## src/rtl/piso_shift_tx.sv

```systemverilog
// Parallel-in, serial-out transmitter: accepts a WIDTH-bit word on a valid/ready
// handshake and shifts it out one bit per BIT_EN strobe on a registered line.
module piso_shift_tx #(
    parameter int   WIDTH      = 8,
    parameter bit   LSB_FIRST  = 1'b0,
    parameter logic IDLE_LEVEL = 1'b0
) (
    input  logic             CLK,
    input  logic             RST,
    input  logic [WIDTH-1:0] DIN,
    input  logic             LOAD_VALID,
    output logic             LOAD_READY,
    input  logic             BIT_EN,
    output logic             SOUT,
    output logic             SOUTN,
    output logic             BUSY,
    output logic             DONE
);

    localparam int              CNT_W    = (WIDTH > 1) ? $clog2(WIDTH) : 1;
    localparam logic [CNT_W-1:0] CNT_LAST = CNT_W'(WIDTH - 1);

    typedef enum logic {
        ST_IDLE,
        ST_SHIFT
    } state_t;

    state_t             state_q, state_d;
    logic [WIDTH-1:0]   sr_q, sr_d;
    logic [CNT_W-1:0]   cnt_q, cnt_d;
    logic               sout_q, sout_d;
    logic               done_q, done_d;
    logic               last_bit;
    logic               accept;

    // The bit at the output end of a word, given the fixed shift direction.
    function automatic logic first_bit(input logic [WIDTH-1:0] w);
        return LSB_FIRST ? w[0] : w[WIDTH-1];
    endfunction

    function automatic logic [WIDTH-1:0] shift_word(input logic [WIDTH-1:0] w);
        return LSB_FIRST ? {1'b0, w[WIDTH-1:1]} : {w[WIDTH-2:0], 1'b0};
    endfunction

    assign last_bit   = (state_q == ST_SHIFT) && BIT_EN && (cnt_q == CNT_LAST);
    assign LOAD_READY = !RST && ((state_q == ST_IDLE) || last_bit);
    assign accept     = LOAD_VALID && LOAD_READY;

    always_comb begin
        state_d = state_q;
        sr_d    = sr_q;
        cnt_d   = cnt_q;
        sout_d  = sout_q;
        done_d  = last_bit;
        if (accept) begin
            // Also covers the gapless reload on the final strobe of a word.
            state_d = ST_SHIFT;
            sr_d    = DIN;
            cnt_d   = '0;
            sout_d  = first_bit(DIN);
        end else if (last_bit) begin
            state_d = ST_IDLE;
            sout_d  = IDLE_LEVEL;
        end else if ((state_q == ST_SHIFT) && BIT_EN) begin
            sr_d    = shift_word(sr_q);
            cnt_d   = cnt_q + CNT_W'(1);
            sout_d  = first_bit(shift_word(sr_q));
        end
    end

    always_ff @(posedge CLK) begin
        if (RST) begin
            state_q <= ST_IDLE;
            sr_q    <= '0;
            cnt_q   <= '0;
            sout_q  <= IDLE_LEVEL;
            done_q  <= 1'b0;
        end else begin
            state_q <= state_d;
            sr_q    <= sr_d;
            cnt_q   <= cnt_d;
            sout_q  <= sout_d;
            done_q  <= done_d;
        end
    end

    assign SOUT  = sout_q;
    assign SOUTN = ~sout_q;
    assign BUSY  = (state_q == ST_SHIFT);
    assign DONE  = done_q;

endmodule

```

## config.mk

```make
export PLATFORM = sky130hd
export DESIGN_NAME = piso_shift_tx
export DESIGN_NICKNAME = d
export VERILOG_FILES = /design/src/rtl/piso_shift_tx.sv
export SDC_FILE = /design/constraint.sdc
export NUM_CORES = 1
export LEC_CHECK = 0
export CAP_MARGIN = 20
export CORE_ASPECT_RATIO = 0.75
export CORE_MARGIN = 4
export CORE_UTILIZATION = 27
export CTS_CLUSTER_DIAMETER = 60
export CTS_CLUSTER_SIZE = 25
export DETAILED_ROUTE_END_ITERATION = 12
export HOLD_SLACK_MARGIN = 0.03
export SYNTH_ARGS = -nofsm -noshare
export SYNTH_HDL_FRONTEND = slang
export SYNTH_SLANG_ARGS = --single-unit
```

## constraint.sdc

```tcl
create_clock -name CLK -period 1.97 [get_ports CLK]
set_input_delay 0.4925 -clock CLK [delete_from_list [all_inputs] [get_ports CLK]]
set_output_delay 0.4925 -clock CLK [all_outputs]
set_load 0.1 [all_outputs]
```

# Word-level counts from Yosys, hierarchy flattened
# Index checks and enable logic that the tools add are counted.
# W data, S select, Z words.
# totals
wordCells	31
output_inout_bits	5
regBits	13
inputBits	12
# classes
bitwise_logic	3
mux	8
n_eq_ne	2
reduce_logical	12
add_sub_neg	1
# ops
operator	n
$mux W7	3
$mux W1	5
$logic_and A1 B1 Y1	4
$reduce_and A2 Y1	2
$reduce_bool A2 Y1	2
$add A3 B1 Y3 const B	1
$eq A3 B3 Y1 const B	1
$not A1 Y1	3
$reduce_bool A3 Y1	1
$ne A2 B1 Y1 const B	1
$reduce_or A2 Y1	1
$logic_not A1 Y1	1
$logic_or A1 B1 Y1	1

# Depth between registers and ports, before layout
# Gate-level depths: netlist of the first run.
# depth
ltp_word	7
ltp_mapped	6
depth_no_buf	5

# Worst setup path after synthesis of the first run
# OpenSTA, ideal clock, no wires.
# synth_timing
kind	register to output
start	reg state_q, in the netlist BUSY
end	out LOAD_READY
t_arrival_ns	2.405
path_stages_with_launch	4
path_buffers	1
path_slack_ns	-0.928
path_cell_list	dfxtp_1 -> a21boi_2 -> buf_2 -> nor2_1
# synth_between
elab_chain_cells	4
elab_cells_between_ends	5
cone_classes	1 x bitwise; 4 x reduce/logical
# synth_lines
element	line	rtl
start, declared	28	state_t state_q, state_d;
start signal, assigned	79	state_q <= state_d;
$logic_and A1 B1 Y1 (2 in a row)	45	assign last_bit = (state_q == ST_SHIFT) && BIT_EN && (cnt_q == CNT_LAST);
$logic_or A1 B1 Y1 (*)	46	assign LOAD_READY = !RST && ((state_q == ST_IDLE) || last_bit);
$logic_and A1 B1 Y1 (*)	46	
end, declared	12	output logic LOAD_READY,
# Mark *: on every way between the ends. The rest lies on a longest branch, timed or not.

# Final worst setup path of the first run
# layout_timing
start	in BIT_EN
end	out LOAD_READY
# layout_between
elab_chain_cells	4
# layout_lines
element	line	rtl
start, declared	13	input logic BIT_EN,
$logic_and A1 B1 Y1 (2 in a row)	45	
$logic_or A1 B1 Y1	46	
$logic_and A1 B1 Y1	46	
# No other way between the ends.

==> results.py, run 1 <==
metrics = {
    "pwr": {
        "internal_power_w": 0.000437,
        "p_seq_frac": 0.459,
        "ir_drop_v": 0.000191,
        "pwr-share-comb": 0.281,
        "switching_power_w": 0.000191,
        "clkPwrFrac": 0.260,
        "p_leak_nw": 0.414,
        "power.density_mw_per_mm2": 622,
        "switching_share": 0.304,
        "p_total_w": 0.000628,
    },
    "critical_path": {
        "cp-end-kind": "output port",
        "cp_max_fo": 2,
        "worstPathRequired_ns": 1.48,
        "cp-start-kind": "primary input",
        "worstPathArrival_ns": 1.42,
        "r2r_setup_slack_ns": 0.22,
        "path_class": "primary input to output port",
    },
    "clock_tree": {
        "cts_max_path_buffers": 2,
        "ctsHoldBuffers": 0,
        "cts_tree": "yes",
        "clkTransAtPathRegs_ns": 0.09,
        "htreeDepth": 1,
        "root_buffer": "clkbuf_4",
        "clk_latency_ns": 0.27,
        "cts_num_sinks": 13,
        "cts_buffers": 3,
    },
    "detailed_routing": {
        "routedWlPerCell_um": 12.4,
        "route.antenna.remaining_nets": 0,
        "wirelength_um": 1500,
        "drc": 0,
        "vias": 549,
        "routed_via_density": 4.54,
        "first_iter_violations": 16,
        "dr.pass1.iters": 3,
    },
    "synthesis": {
        "synth-simple-area-share": 0.192,
        "synth_cell_type_count": 22,
        "synth_top_family_by_area": "simple AND/OR/NAND/NOR gates",
        "synth.avg_cell_area_um2": 10.5,
        "ys_seq_elements": 13,
        "async_reset_ff_frac": 0,
        "syn_area_um2": 651,
        "postSynthCellCount": 62,
        "yosysSeqAreaShare": 0.400,
        "synth_warnings": 0,
        "muxShareOfSynthArea": 0.123,
        "synth_compound_area_frac": 0.175,
        "synth_xor_area_frac": 0.0135,
        "synth-edff-count": 0,
        "synthAdderAreaFrac": 0.0385,
        "syn-num-nets": 76,
        "synthFlopType": "dfxtp_1",
    },
    "sta": {
        "finalHoldViolCount": 0,
        "rsz0062_at_grt": "no",
        "slew-limit-headroom": 0.747,
        "fmax_mhz": 523,
        "drv_slew": 0,
        "layout_worst_path_cycle_share": 0.970,
        "period_minus_slack_ns": 1.91,
        "tightestPinTransition_ns": 0.379,
        "worst_slack_ns": 0.0594,
        "setup_viol": 0,
        "clock_skew_ns": 0.00768,
    },
    "grt": {
        "track_usage": 0.105,
        "first_global_vias": 583,
        "grt_max_degree": 11,
        "antenna_found_initial": 0,
        "grt.overflow.total": 0,
        "grt_first_pass_wirelength_um": 2620,
    },
    "flow_run": {
        "maxCapViolCount": 0,
    },
    "die": {
        "ioPinCount": 17,
        "num_rows": 15,
        "initial_core_util": 0.284,
        "dieArea_mm2": 0.00327,
        "fp.dieW_um": 64.7,
        "fp.dieH_um": 50.5,
        "core_area_mm2": 0.00229,
    },
    "placement": {
        "dp_hpwl_um": 1130,
        "routabilityCongestion": 0.719,
        "place_area_um2": 951,
        "pre_cts_slack_ns": -0.0604,
        "port_buffers": 16,
    },
    "final_layout": {
        "design_area_mm2": 0.00101,
        "post-route-util": 0.440,
        "area_growth_syn_to_layout_pct": 55.0,
        "num_antenna_cells": 0,
        "drive_gt1_frac": 0.391,
        "nets": 102,
    },
    "min_path": {
        "hp-class": "flip-flop to flip-flop",
    },
    "status": {
        "status": "completed",
    },
}
worst paths after layout:
path,to,cells past startpoint,start
max,LOAD_READY,4,BIT_EN
min,sr_q[0],2,sr_q[0]
max reg2reg,SOUT,7,cnt_q[0]
min reg2reg,sr_q[0],2,sr_q[0]
synthesized netlist by cell type, types with 2 or more instances:
| master | n | area [um^2] |
|---|---|---|
| a211oi_2 | 6 | 75.1 |
| buf_2 | 3 | 15.0 |
| dfxtp_1 | 13 | 260 |
| ha_1 | 2 | 25.0 |
| mux2i_1 | 8 | 80.1 |
| nand2_1 | 2 | 7.51 |
| nor2_1 | 4 | 15.0 |
| nor3_1 | 10 | 50.1 |
critical path, cell delays in order:
cell and delay, ns:
clkdlybuf4s50_1 0.54, a21boi_4 0.09, nor2_4 0.11, buf_12 0.18
layer usage:
layer  global-route usage  vias to the layer above  routed length, um
met5                    0                        -                  0
met4               0.0526                        0                 15
li1                     -                      277                  -
met2                0.161                       14                652
met1                0.132                      256                721
met3               0.0313                        2                106
cell type report:
type | count | area [um^2]
Fill cell | 221 | 1280
Multi-Input combinational cell | 43 | 383
Timing Repair Buffer | 26 | 285
Sequential cell | 13 | 263
Tap cell | 34 | 42.5
Clock buffer | 3 | 22.5
Inverter | 1 | 7.51
Clock inverter | 1 | 5.00
state kept, by name, indices dropped and copies added, names as in the netlist:
signal,cells
DONE,1
sr_q,7
BUSY,1
SOUT,1
cnt_q,3
cell families (layout without fill, tap and decap cells):
kind of cell	count (synthesis)	after routing
adder cells (fa/ha/maj)	2	2
multiplexers	8	8
AND/OR/NAND/NOR	22	22
buffers and inverters	6	31
AO/OA/AOI/OAI	10	10
flip-flops	13	13
XOR/XNOR	1	1
through the flow:
stage | setup TNS (ns) | hold WS, ns | cells
6_report | 0 | 0.501 | 121
5_1_grt | 0 | 0.546 | 121
4_1_cts | 0 | 0.502 | 121
3_5_place_dp | -0.161 | 0.490 | 116
3_3_place_gp | 0 | 0.481 | 116
2_1_floorplan | 0 | 0.468 | 62
cell usage in the layout, fill, tap and decap left out:
cell type	Yosys	routed
a21oi_1	1	1
clkbuf_4	0	3
nand2_1	2	2
a311oi_2	1	1
buf_12	0	5
nand4b_1	1	1
nand3b_1	1	1
nand2b_4	1	1
ha_4	0	1
o211ai_1	1	1
or3b_1	1	1
xor2_1	1	1
a211oi_2	6	6
clkinv_2	0	1
nor2_4	0	1
nor3b_1	1	1
a21boi_4	0	1
nor3_1	10	10
or2_1	1	1
nor2_1	4	3
buf_4	1	10
clkinvlp_4	0	1
ha_2	0	1
clkdlybuf4s50_1	0	11
dfxtp_2	0	2
mux2i_1	8	8
dfxtp_1	13	11
what timing repair did:
action | in CTS | in global routing
cloned | 0 | 0
endpoints found under the setup margin | 1 | 1
pin swaps | 1 | 1
setup buffers | 1 | 0
resized for setup | 2 | 2
power groups by stage:
stage	registers, W	clock network (W)	logic, W
final	0.000288	0.000163	0.000176
after CTS	0.000288	0.000173	0.000178
after global placement	0.000294	0	0.000172
after detailed placement	0.000294	0	0.000173
after floorplan	0.000312	0	0.0000806
after global routing	0.000291	0.000185	0.000187
Power figures use the tool's default switching activity.
==> inputs of run 2 (changes only) <==
Settings changed: CAP_MARGIN 20 to default, PLACE_DENSITY from default to 0.59.
==> run 2 against run 1 <==
Die area unchanged. Core utilization is 1.8 points lower. First-iteration DRC count is 63% lower. Global-route usage decreased by 0.73 points. Flip-flop and latch count unchanged. Sequential power barely moved. Cell count fell by 1.7%. Wire length shrank 8.3%. Worst setup slack better by 0.015 ns. Critical path depth up 1. Via count decreased by 1.8%. Fmax grew 0.77%. Largest cell class unchanged.
==> results.py, run 2 (synthesized netlist as in run 1, its figures left out) <==
metrics = {
    "status": {
        "status": "completed",
    },
    "sta": {
        "setup_viol": 0,
        "final.setup.tns_ns": 0,
        "layout_worst_path_cycle_share": 0.962,
        "period_minus_slack_ns": 1.90,
        "rsz0062_at_grt": "no",
        "clock_skew_ns": 0.00273,
        "fmax_mhz": 527,
        "tightestPinTransition_ns": 0.405,
        "drv_slew": 0,
        "finalHoldViolCount": 0,
        "slew-limit-headroom": 0.730,
        "worst_slack_ns": 0.0740,
    },
    "final_layout": {
        "area_growth_syn_to_layout_pct": 48.7,
        "drive_gt1_frac": 0.353,
        "design_area_um2": 967,
        "largest_register_ffs": 7,
        "layout.cells.non_filler": 119,
        "final_cell_mix": "dfxtp_1, clkdlybuf4s50_1, nor3_1",
        "num_antenna_cells": 0,
        "nets": 100,
        "largest_registers": "sr_q (7), cnt_q (3)",
        "top_register": "sr_q",
    },
    "die": {
        "initial_core_util": 0.284,
        "fp.dieW_um": 64.7,
        "fp.dieH_um": 50.5,
        "num_rows": 15,
        "dieArea_mm2": 0.00327,
        "core_area_mm2": 0.00229,
        "ioPinCount": 17,
    },
    "clock_tree": {
        "cts_buffers": 3,
        "clkTransAtPathRegs_ns": 0.08,
        "cts_num_sinks": 13,
        "clk_latency_ns": 0.28,
        "root_buffer": "clkbuf_4",
        "cts_tree": "yes",
        "htreeDepth": 1,
        "cts_max_path_buffers": 2,
    },
    "placement": {
        "place_area_um2": 923,
        "placedCellCount": 114,
        "port_buffers": 16,
        "dp_hpwl_um": 1010,
        "routabilityCongestion": 0.667,
        "pre_cts_slack_ns": 0.0303,
    },
    "pwr": {
        "power.density_mw_per_mm2": 646,
        "p_total_w": 0.000625,
        "p_leak_nw": 0.398,
        "ir_drop_v": 0.000294,
    },
    "detailed_routing": {
        "first_iter_violations": 6,
        "vias": 539,
        "dr.pass1.iters": 3,
        "wirelength_um": 1370,
        "drc": 0,
        "routed_via_density": 4.53,
        "routedWlPerCell_um": 11.5,
        "route.antenna.remaining_nets": 0,
    },
    "grt": {
        "grt_max_degree": 14,
        "antenna_found_initial": 0,
        "first_global_vias": 560,
        "grt_first_pass_wirelength_um": 2410,
        "grt.overflow.total": 0,
        "track_usage": 0.0973,
    },
    "flow_run": {
        "maxCapViolCount": 0,
    },
    "min_path": {
        "hp-class": "flip-flop to flip-flop",
    },
    "critical_path": {
        "cpPeakStageDelay_ns": 0.33,
        "cp_max_fo": 4,
        "worstPathRequired_ns": 1.48,
        "path_class": "flip-flop to output port",
        "cp-start-kind": "flip-flop",
        "worstPathArrival_ns": 1.40,
        "critPathTopFamily": "adder cells",
        "cp-end-kind": "output port",
        "slowest_stage": "dfxtp_1",
        "cp_cell_sequence": "ha_1 -> ha_2 -> a21boi_4 -> nor2_4 -> buf_12",
        "path_buf_inv": 1,
    },
}
[run 2: cell count changes in the layout (fill, tap and decap cells not counted), sizes merged]
cell    delta
buf        -2
clkbuf     +1
clkinv     -1
[run 2: timing repair]
action,4_1_cts,5_1_grt
gates resized for setup,2,0
hold buffers,0,0
buffers inserted,1,0
pin swaps,1,1
endpoints found under the setup margin,1,1
[run 2: worst min-delay path: stages (launching register included)]
cell and delay, ns:
dfxtp_1 0.32, o211ai_1 0.08, a21oi_1 0.07
[run 2: cell type report]
class	instances	area (um^2)
flip-flops and latches	13	263
multi-input cells	43	370
inverters	1	7.51
well taps	34	42.5
clock buffers	4	26.3
repair buffers	24	258
fillers	238	1320
[run 2: path summary, 6_finish.rpt]
check / startpoint / to / slack (ns) / cells after the start
setup reg to reg: cnt_q[0] / SOUT / 0.28 / 6
hold reg to reg: sr_q[0] / sr_q[0] / 0.50 / 2
hold / removal: sr_q[0] / sr_q[0] / 0.50 / 2
setup / recovery: cnt_q[0] / LOAD_READY / 0.07 / 5
[run 2: layer usage]
layer | routed length (um) | vias up | GRT usage
met4 | 12 | 0 | 0.0316
met2 | 608 | 12 | 0.144
met5 | 0 | - | 0
met1 | 680 | 251 | 0.125
met3 | 70 | 2 | 0.0447
li1 | - | 274 | -
[run 2: per-stage QoR]
stage / hold WS (ns) / util
2_1_floorplan: 0.468 / -
3_3_place_gp: 0.482 / 0.403
3_5_place_dp: 0.490 / 0.403
4_1_cts: 0.502 / 0.422
5_1_grt: 0.541 / 0.422
6_report: 0.503 / 0.422
[run 2: power by group]
group | total (W) | leakage [nW] | internal, W | switching [W]
Clock | 0.000167 | 0.0150 | 0.0000786 | 0.0000886
Combinational | 0.000169 | 0.276 | 0.0000789 | 0.0000901
Sequential | 0.000288 | 0.107 | 0.000277 | 0.0000110
Total | 0.000625 | 0.398 | 0.000435 | 0.000190
==> inputs of run 3 (changes only) <==
Settings changed: CAP_MARGIN from default to 10, CTS_CLUSTER_SIZE 25 to default.
==> results of run 3 <==
Final layout, timing and power as in run 2 (identical DEF).
